**src/rtl/cfg_frame_pkg.sv**
```systemverilog
// ---------------------------------------------------------------------------
// cfg_frame_pkg
// Shared constants and types for the configuration frame writer:
//   - SYNC_WORD / DESYNC_WORD stream markers
//   - bit positions of the frame and column fields inside a header word
//   - the parser state enum
//   - small helpers that pull the header fields out of a stream word
// ---------------------------------------------------------------------------
package cfg_frame_pkg;

    localparam logic [31:0] SYNC_WORD   = 32'hFAB0_FAB1;
    localparam logic [31:0] DESYNC_WORD = 32'hFAB0_FAB0;

    localparam int HDR_FRAME_MSB = 31;
    localparam int HDR_FRAME_LSB = 24;
    localparam int HDR_COL_MSB   = 23;
    localparam int HDR_COL_LSB   = 16;

    typedef enum logic [1:0] {
        IDLE   = 2'd0,
        HEADER = 2'd1,
        DATA   = 2'd2,
        STROBE = 2'd3
    } cfg_state_e;

    function automatic logic [7:0] hdr_frame(input logic [31:0] word);
        return word[HDR_FRAME_MSB:HDR_FRAME_LSB];
    endfunction

    function automatic logic [7:0] hdr_col(input logic [31:0] word);
        return word[HDR_COL_MSB:HDR_COL_LSB];
    endfunction

endpackage

```
**src/rtl/config_frame_writer_if.sv**
```systemverilog
// ---------------------------------------------------------------------------
// config_frame_writer_if
// Valid/ready word stream feeding the configuration frame writer.
//   in_data  : 32-bit stream word        (master -> slave)
//   in_valid : in_data holds a word      (master -> slave)
//   in_ready : slave accepts this cycle  (slave  -> master)
// A word transfers on a rising edge where in_valid && in_ready.
// ---------------------------------------------------------------------------
interface config_frame_writer_if;
    logic [31:0] in_data;
    logic        in_valid;
    logic        in_ready;

    modport master (
        output in_data,
        output in_valid,
        input  in_ready
    );

    modport slave (
        input  in_data,
        input  in_valid,
        output in_ready
    );
endinterface

```
**src/rtl/frame_strobe_decoder.sv**
```systemverilog
// ---------------------------------------------------------------------------
// frame_strobe_decoder
// Combinational one-hot decoder for the column frame strobes. Bit
// col*MaxFramesPerCol+frame is set when enable_i is high; all bits are zero
// otherwise. The parent registers the result.
//   enable_i : fire a strobe this cycle
//   frame_i  : frame index within the column
//   col_i    : column index
//   strobe_o : one-hot strobe vector, NumberOfCols*MaxFramesPerCol wide
// ---------------------------------------------------------------------------
module frame_strobe_decoder #(
    parameter int MaxFramesPerCol = 20,
    parameter int NumberOfCols    = 16
) (
    input  logic                                    enable_i,
    input  logic [7:0]                              frame_i,
    input  logic [7:0]                              col_i,
    output logic [NumberOfCols*MaxFramesPerCol-1:0] strobe_o
);

    // Each bit compares against its own constant (col, frame) pair, which
    // avoids building a wide multiply for the flat index.
    for (genvar gi = 0; gi < NumberOfCols*MaxFramesPerCol; gi++) begin : g_bit
        localparam logic [7:0] BitCol   = 8'(gi / MaxFramesPerCol);
        localparam logic [7:0] BitFrame = 8'(gi % MaxFramesPerCol);
        assign strobe_o[gi] = enable_i && (col_i == BitCol) && (frame_i == BitFrame);
    end

endmodule

```
**src/rtl/config_frame_writer.sv**
```systemverilog
// ---------------------------------------------------------------------------
// config_frame_writer
// Configuration-port master. Parses a SYNC / header / data word stream,
// assembles one column-slice of frame data (row 0 = first data word) and
// then pulses exactly one FrameStrobe bit for one cycle.
//
// Ports:
//   UserCLK     : clock
//   resetn      : synchronous active-low reset
//   s_if        : config_frame_writer_if.slave word stream (in_data,
//                 in_valid, in_ready)
//   FrameData   : assembled frame, row r at bits [32r+31:32r]
//   FrameStrobe : one-hot strobe, bit col*MaxFramesPerCol+frame
//   busy        : state is not IDLE
//   error       : sticky; set by a bad header (or checksum mismatch),
//                 cleared by reset or SYNC accepted in IDLE
//   frames_done : strobes issued, wraps at 16 bits
//
// Build option: define CFG_CHECKSUM_EN to require one extra word after the
// rows holding the XOR of all data words; a mismatch suppresses the strobe,
// sets error and returns to IDLE.
// ---------------------------------------------------------------------------
module config_frame_writer
    import cfg_frame_pkg::*;
#(
    parameter int MaxFramesPerCol = 20,
    parameter int FrameBitsPerRow = 32,
    parameter int NumberOfRows    = 16,
    parameter int NumberOfCols    = 16
) (
    input  logic                                    UserCLK,
    input  logic                                    resetn,
    config_frame_writer_if.slave                    s_if,
    output logic [NumberOfRows*FrameBitsPerRow-1:0] FrameData,
    output logic [NumberOfCols*MaxFramesPerCol-1:0] FrameStrobe,
    output logic                                    busy,
    output logic                                    error,
    output logic [15:0]                             frames_done
);

    localparam int FdW      = NumberOfRows * FrameBitsPerRow;
    localparam int StrW     = NumberOfCols * MaxFramesPerCol;
    localparam int RowCntW  = $clog2(NumberOfRows + 1);
    localparam logic [7:0] MaxFrame8 = 8'(MaxFramesPerCol);
    localparam logic [7:0] MaxCol8   = 8'(NumberOfCols);
    localparam logic [RowCntW-1:0] LastRow = RowCntW'(NumberOfRows - 1);

    cfg_state_e         state_q, state_d;
    logic [RowCntW-1:0] row_cnt_q, row_cnt_d;
    logic [7:0]         frame_q, frame_d;
    logic [7:0]         col_q, col_d;
    logic [FdW-1:0]     frame_data_q, frame_data_d;
    logic [StrW-1:0]    strobe_q, strobe_d;
    logic               error_q, error_d;
    logic [15:0]        frames_done_q, frames_done_d;
    logic               fire_strobe;
    logic               accept;
    logic [7:0]         in_frame;
    logic [7:0]         in_col;
    logic               hdr_bad;
`ifdef CFG_CHECKSUM_EN
    localparam logic [RowCntW-1:0] CkRow = RowCntW'(NumberOfRows);
    logic [31:0]        xor_q, xor_d;
`endif

    // Handshake outputs are a pure decode of the state register.
    assign s_if.in_ready = (state_q != STROBE);
    assign busy          = (state_q != IDLE);
    assign accept        = s_if.in_valid && s_if.in_ready;

    assign in_frame = hdr_frame(s_if.in_data);
    assign in_col   = hdr_col(s_if.in_data);
    assign hdr_bad  = (in_frame >= MaxFrame8) || (in_col >= MaxCol8);

    assign FrameData   = frame_data_q;
    assign FrameStrobe = strobe_q;
    assign error       = error_q;
    assign frames_done = frames_done_q;

    // The strobe is decoded from the latched address on the cycle the last
    // word is accepted, so it registers on that same edge.
    frame_strobe_decoder #(
        .MaxFramesPerCol (MaxFramesPerCol),
        .NumberOfCols    (NumberOfCols)
    ) u_decoder (
        .enable_i (fire_strobe),
        .frame_i  (frame_q),
        .col_i    (col_q),
        .strobe_o (strobe_d)
    );

    always_comb begin
        state_d       = state_q;
        row_cnt_d     = row_cnt_q;
        frame_d       = frame_q;
        col_d         = col_q;
        frame_data_d  = frame_data_q;
        error_d       = error_q;
        frames_done_d = frames_done_q;
        fire_strobe   = 1'b0;
`ifdef CFG_CHECKSUM_EN
        xor_d         = xor_q;
`endif
        case (state_q)
            IDLE: begin
                if (accept && s_if.in_data == SYNC_WORD) begin
                    error_d = 1'b0;
                    state_d = HEADER;
                end
            end
            HEADER: begin
                if (accept) begin
                    if (s_if.in_data == SYNC_WORD) begin
                        state_d = HEADER;
                    end else if (s_if.in_data == DESYNC_WORD) begin
                        state_d = IDLE;
                    end else if (hdr_bad) begin
                        error_d = 1'b1;
                        state_d = IDLE;
                    end else begin
                        frame_d   = in_frame;
                        col_d     = in_col;
                        row_cnt_d = '0;
`ifdef CFG_CHECKSUM_EN
                        xor_d     = '0;
`endif
                        state_d   = DATA;
                    end
                end
            end
            DATA: begin
                if (accept) begin
`ifdef CFG_CHECKSUM_EN
                    if (row_cnt_q == CkRow) begin
                        // Checksum word: not shifted into FrameData.
                        if (s_if.in_data == xor_q) begin
                            fire_strobe = 1'b1;
                            state_d     = STROBE;
                        end else begin
                            error_d = 1'b1;
                            state_d = IDLE;
                        end
                    end else begin
                        frame_data_d = {s_if.in_data, frame_data_q[FdW-1:FrameBitsPerRow]};
                        xor_d        = xor_q ^ s_if.in_data;
                        row_cnt_d    = row_cnt_q + RowCntW'(1);
                    end
`else
                    // Shift down so the first word ends up in row 0.
                    frame_data_d = {s_if.in_data, frame_data_q[FdW-1:FrameBitsPerRow]};
                    row_cnt_d    = row_cnt_q + RowCntW'(1);
                    if (row_cnt_q == LastRow) begin
                        fire_strobe = 1'b1;
                        state_d     = STROBE;
                    end
`endif
                end
            end
            STROBE: begin
                frames_done_d = frames_done_q + 16'd1;
                state_d       = HEADER;
            end
            default: begin
                state_d = IDLE;
            end
        endcase
    end

    always_ff @(posedge UserCLK) begin
        if (!resetn) begin
            state_q       <= IDLE;
            row_cnt_q     <= '0;
            frame_q       <= '0;
            col_q         <= '0;
            frame_data_q  <= '0;
            strobe_q      <= '0;
            error_q       <= 1'b0;
            frames_done_q <= '0;
`ifdef CFG_CHECKSUM_EN
            xor_q         <= '0;
`endif
        end else begin
            state_q       <= state_d;
            row_cnt_q     <= row_cnt_d;
            frame_q       <= frame_d;
            col_q         <= col_d;
            frame_data_q  <= frame_data_d;
            strobe_q      <= strobe_d;
            error_q       <= error_d;
            frames_done_q <= frames_done_d;
`ifdef CFG_CHECKSUM_EN
            xor_q         <= xor_d;
`endif
        end
    end

endmodule

```
**src/flat_wrapper.sv**
```systemverilog
// flat-port wrapper written by rule: the top's interface ports become plain ports
module config_frame_writer_flat import cfg_frame_pkg::*;
#(
    parameter int MaxFramesPerCol = 20,
    parameter int FrameBitsPerRow = 32,
    parameter int NumberOfRows    = 16,
    parameter int NumberOfCols    = 16
)
  (UserCLK, resetn, FrameData, FrameStrobe, busy, error, frames_done, s_if_in_data, s_if_in_valid, s_if_in_ready);
  config_frame_writer_if s_if_i ();
  input  logic UserCLK;
  input  logic resetn;
  output logic [NumberOfRows*FrameBitsPerRow-1:0] FrameData;
  output logic [NumberOfCols*MaxFramesPerCol-1:0] FrameStrobe;
  output logic busy;
  output logic error;
  output logic [15:0] frames_done;
  input wire logic [$bits(s_if_i.in_data)-1:0] s_if_in_data;
  input wire logic [$bits(s_if_i.in_valid)-1:0] s_if_in_valid;
  output wire logic [$bits(s_if_i.in_ready)-1:0] s_if_in_ready;
  assign s_if_i.in_data = s_if_in_data;
  assign s_if_i.in_valid = s_if_in_valid;
  assign s_if_in_ready = s_if_i.in_ready;
  config_frame_writer #(.MaxFramesPerCol(MaxFramesPerCol), .FrameBitsPerRow(FrameBitsPerRow), .NumberOfRows(NumberOfRows), .NumberOfCols(NumberOfCols)) u_core (.UserCLK(UserCLK), .resetn(resetn), .s_if(s_if_i), .FrameData(FrameData), .FrameStrobe(FrameStrobe), .busy(busy), .error(error), .frames_done(frames_done));
endmodule
```
**config.mk**
```make
export PLATFORM = sky130hd
export DESIGN_NAME = config_frame_writer_flat
export DESIGN_NICKNAME = d
export VERILOG_FILES = /design/src/rtl/cfg_frame_pkg.sv /design/src/rtl/config_frame_writer_if.sv /design/src/rtl/frame_strobe_decoder.sv /design/src/rtl/config_frame_writer.sv /design/src/flat_wrapper.sv
export SDC_FILE = /design/constraint.sdc
export NUM_CORES = 1
export LEC_CHECK = 0
export CAP_MARGIN = 5
export CORE_AREA = 3 3 345 347
export DETAILED_ROUTE_END_ITERATION = 6
export DIE_AREA = 0 0 348 350
export MAX_ROUTING_LAYER = met4
export PLACE_DENSITY_LB_ADDON = 0.05
export RECOVER_POWER = 25
export REMOVE_ABC_BUFFERS = 1
export SYNTH_ARGS = -nofsm -noshare
export SYNTH_HDL_FRONTEND = slang
export SYNTH_SLANG_ARGS = --single-unit
```
**constraint.sdc**
```tcl
create_clock -name UserCLK -period 3.3 [get_ports UserCLK]
set_input_delay 0.33 -clock UserCLK [delete_from_list [all_inputs] [get_ports UserCLK]]
set_output_delay 0.33 -clock UserCLK [all_outputs]
set_load 0.01 [all_outputs]
```
==> reports/summary.txt <==
Peak Freq = 0.345 GHz
Post-route cell area = 42200 um2
TritonCTS clock tree = yes
Pwr Total = 21.7 mW
Adder-cell area share of the yosys netlist = 0.00304
Nature of the critical path endpoint = register
Post-synth EDFFs = 0
Failing checks = max-capacitance violations, max-slew violations
Drt first pass iters = 5
Starting Density = 0.248
Max-Cap Viols = 2
Drt drc = 0
Worst-margin pin slew = 1.79 ns
Status = finished with violations
Layout cells sized above 1 = 0.0461
# IOs = 886
Top FF cell, synth = dfxtp_1
Longest Clk Path Bufs = 3
Crit-path max FO = 8
Sequential cell area fraction in the yosys report = 0.606
Final GP Congestion = 0.789
Cts repair resizes = 0
Area grow syn2layout = 46.4%
Count of different cell masters after synthesis = 43
Skew final = 0.0300 ns
First-pass GRT wire length = 177000 um
Crit path DAT = 3.49 ns
Core footprint = 116000 um2
#FFs+latches synth = 872
DRT antenna net count = 0
FFs w/ async S/R, synth = 0
Setup TNS = 0 ns
Final setup vio count = 0
Aggregate global routing overflow = 0
Mapped Cells = 3182
Final wirelength = 124000 um
Die area = 122000 um2
Synth warn = 0
Lkg Pwr = 15.3 nW
Port Buf Inserts = 885
Die Y = 350 um
Drt initial violations = 1198
Mapped cell area = 28800 um2
Num Clock Sinks = 872
Largest net degree at the start of global routing = 185
CTS root buf = clkbuf_16
Hold Path Class = input pin to register
Worst VDD drop = 439 uV
Vias per inst = 4.23
H-tree depth = 3
# rows = 125
Vias after detailed routing = 23600
Detailed-placement wirelength estimate = 87300 um
Clock Latency Late Sink = 0.69 ns
Layout Nets = 4023
Fin crit share = 0.878
Max Slew Vio Count = 204
Synth Area in XOR/XNOR = 0.00426
Placed cell area = 39000 um2
Antenna violations before repair = 10
Worst-path clk slew = 0.06 ns
Post-CTS setup buffer count = 0
Compound-Gate Fraction of Synth Area = 0.138
Number of global-route vias before repair = 23700
Util after Layout = 0.363
Relative slew slack = -0.193
Setup slack, reg-to-reg = 0.40 ns
Worst Setup Path Type = register to register
Die width = 348 um
RSZ-0062 raised after global routing = false
Fill count = 11900
# hold bufs at CTS = 1
Minimum clock period after layout = 2.90 ns
Inserted Clock Buffers = 101
Aggregate global-route resource usage = 0.203
Simple-gate share of the synthesized area = 0.207
Mux share of post-synthesis cell area = 0.00417
PD cells = 515 nW/um2
Worst setup SP type = register
Avg Cell Area, Syn = 9.06 um2
Routed wire length per instance = 22.1 um
WP data required = 3.89 ns
Fin. Hold Viols = 0
Main combinational cell family by area after synthesis = simple AND/OR/NAND/NOR gates
layout by cell type, fill, tap and decap left out, types with 12 or more instances in the layout:
cell             netlist  layout
clkbuf_8               0      19
buf_4                  1      28
nor2_1               329     329
nor2b_1               15      15
nand3_1               20      20
a21boi_0             517     517
clkdlybuf4s50_1        0     474
dlygate4sd3_1          0     411
and3_1                13      13
clkbuf_16              0     101
clkbuf_1             100      41
mux2i_1               12      12
dfxtp_1              872     872
nand2_1             1064    1063
xnor2_1               13      13
critical path, cell delays in order, from the launching register on:
cell and delay, ns:
dfxtp_1 0.34, inv_1 0.09, ha_1 0.57, nor4b_2 0.90, nand4_4 0.28, o21ai_2 0.17, nand2_1 0.12, o32ai_1 0.30
stage by stage:
step | cells | hold slack (ns) | setup WS (ns)
after floorplan | 2950 | 0.441 | -7.60
after global placement | 5401 | 0.452 | 0.449
after detailed placement | 5401 | 0.458 | 0.441
after CTS | 5578 | 0.163 | 0.400
after global routing | 5587 | 0.203 | 0.169
final | 5588 | 0.225 | 0.402
per-layer routing:
metal	part of all wire	track usage	up-vias	wire (um)
li1	-	-	11700	-
met1	0.41	0.232	11100	50900
met2	0.50	0.347	589	61600
met3	0.068	0.0599	147	8360
met4	0.023	0.0504	0	2890
met5	0	-	-	0
where the power goes:
group	internal (mW)	leakage, nW	switching, mW
logic	0.138	6.70	0.159
registers	10.5	7.02	0.00125
clock network	6.26	1.55	4.65
total	16.9	15.3	4.81
layout make-up:
class | instances | area, um2 | share of cell area
inverters | 8 | 30.0 | 0.000712
repair buffers | 928 | 9310 | 0.221
multi-input cells | 2070 | 10300 | 0.244
clock inverters | 17 | 245 | 0.00581
flip-flops and latches | 872 | 17500 | 0.414
well taps | 1524 | 1910 | 0.0452
clock buffers | 159 | 2940 | 0.0696
diodes | 10 | 25.0 | 0.000593
final timing paths:
path / start / to / depth (start not counted)
worst max-delay path: u_core.state_q[1] / u_core.row_cnt_q[3] / 7
worst min-delay path: s_if_in_data[3] / u_core.FrameData[483] / 3
worst max register to register: u_core.state_q[1] / u_core.row_cnt_q[3] / 7
worst min register to register: u_core.FrameData[445] / u_core.FrameData[413] / 2
cell usage after synthesis, types with 3 or more instances:
library cell,number,area (um2)
a21boi_0,517,3880
a21oi_1,3,15.0
and2_1,15,93.8
and3_1,13,81.3
and4_1,3,26.3
buf_2,129,646
clkbuf_1,100,375
dfxtp_1,872,17500
ha_1,7,87.6
inv_1,8,30.0
mux2i_1,12,120
nand2_1,1064,3990
nand2b_1,7,43.8
nand3_1,20,100
nand3b_1,3,22.5
nand4_1,11,68.8
nor2_1,329,1230
nor2b_1,15,93.8
nor3_1,5,25.0
nor3b_1,3,22.5
nor4_1,4,25.0
o21ai_0,5,25.0
xnor2_1,13,114
sequential cells by signal, summed over array words and instances (netlist names):
signal and flops:
u_core.FrameStrobe 320, u_core.frames_done 16, u_core.state_q 2, u_core.error 1, u_core.FrameData 512, u_core.row_cnt_q 5, u_core.col_q 8, u_core.frame_q 8
cell families (layout without fill, tap and decap cells):
| kind of cell | count (synthesis) | count (layout) |
|---|---|---|
| xor+xnor | 14 | 14 |
| mux | 12 | 12 |
| other cells | 0 | 10 |
| fa+ha+maj | 7 | 7 |
| flops | 872 | 872 |
| buf+inv | 240 | 1112 |
| simple gates | 1506 | 1506 |
| compound gates | 531 | 531 |
Note: power is estimated with default switching activity, not from simulation.
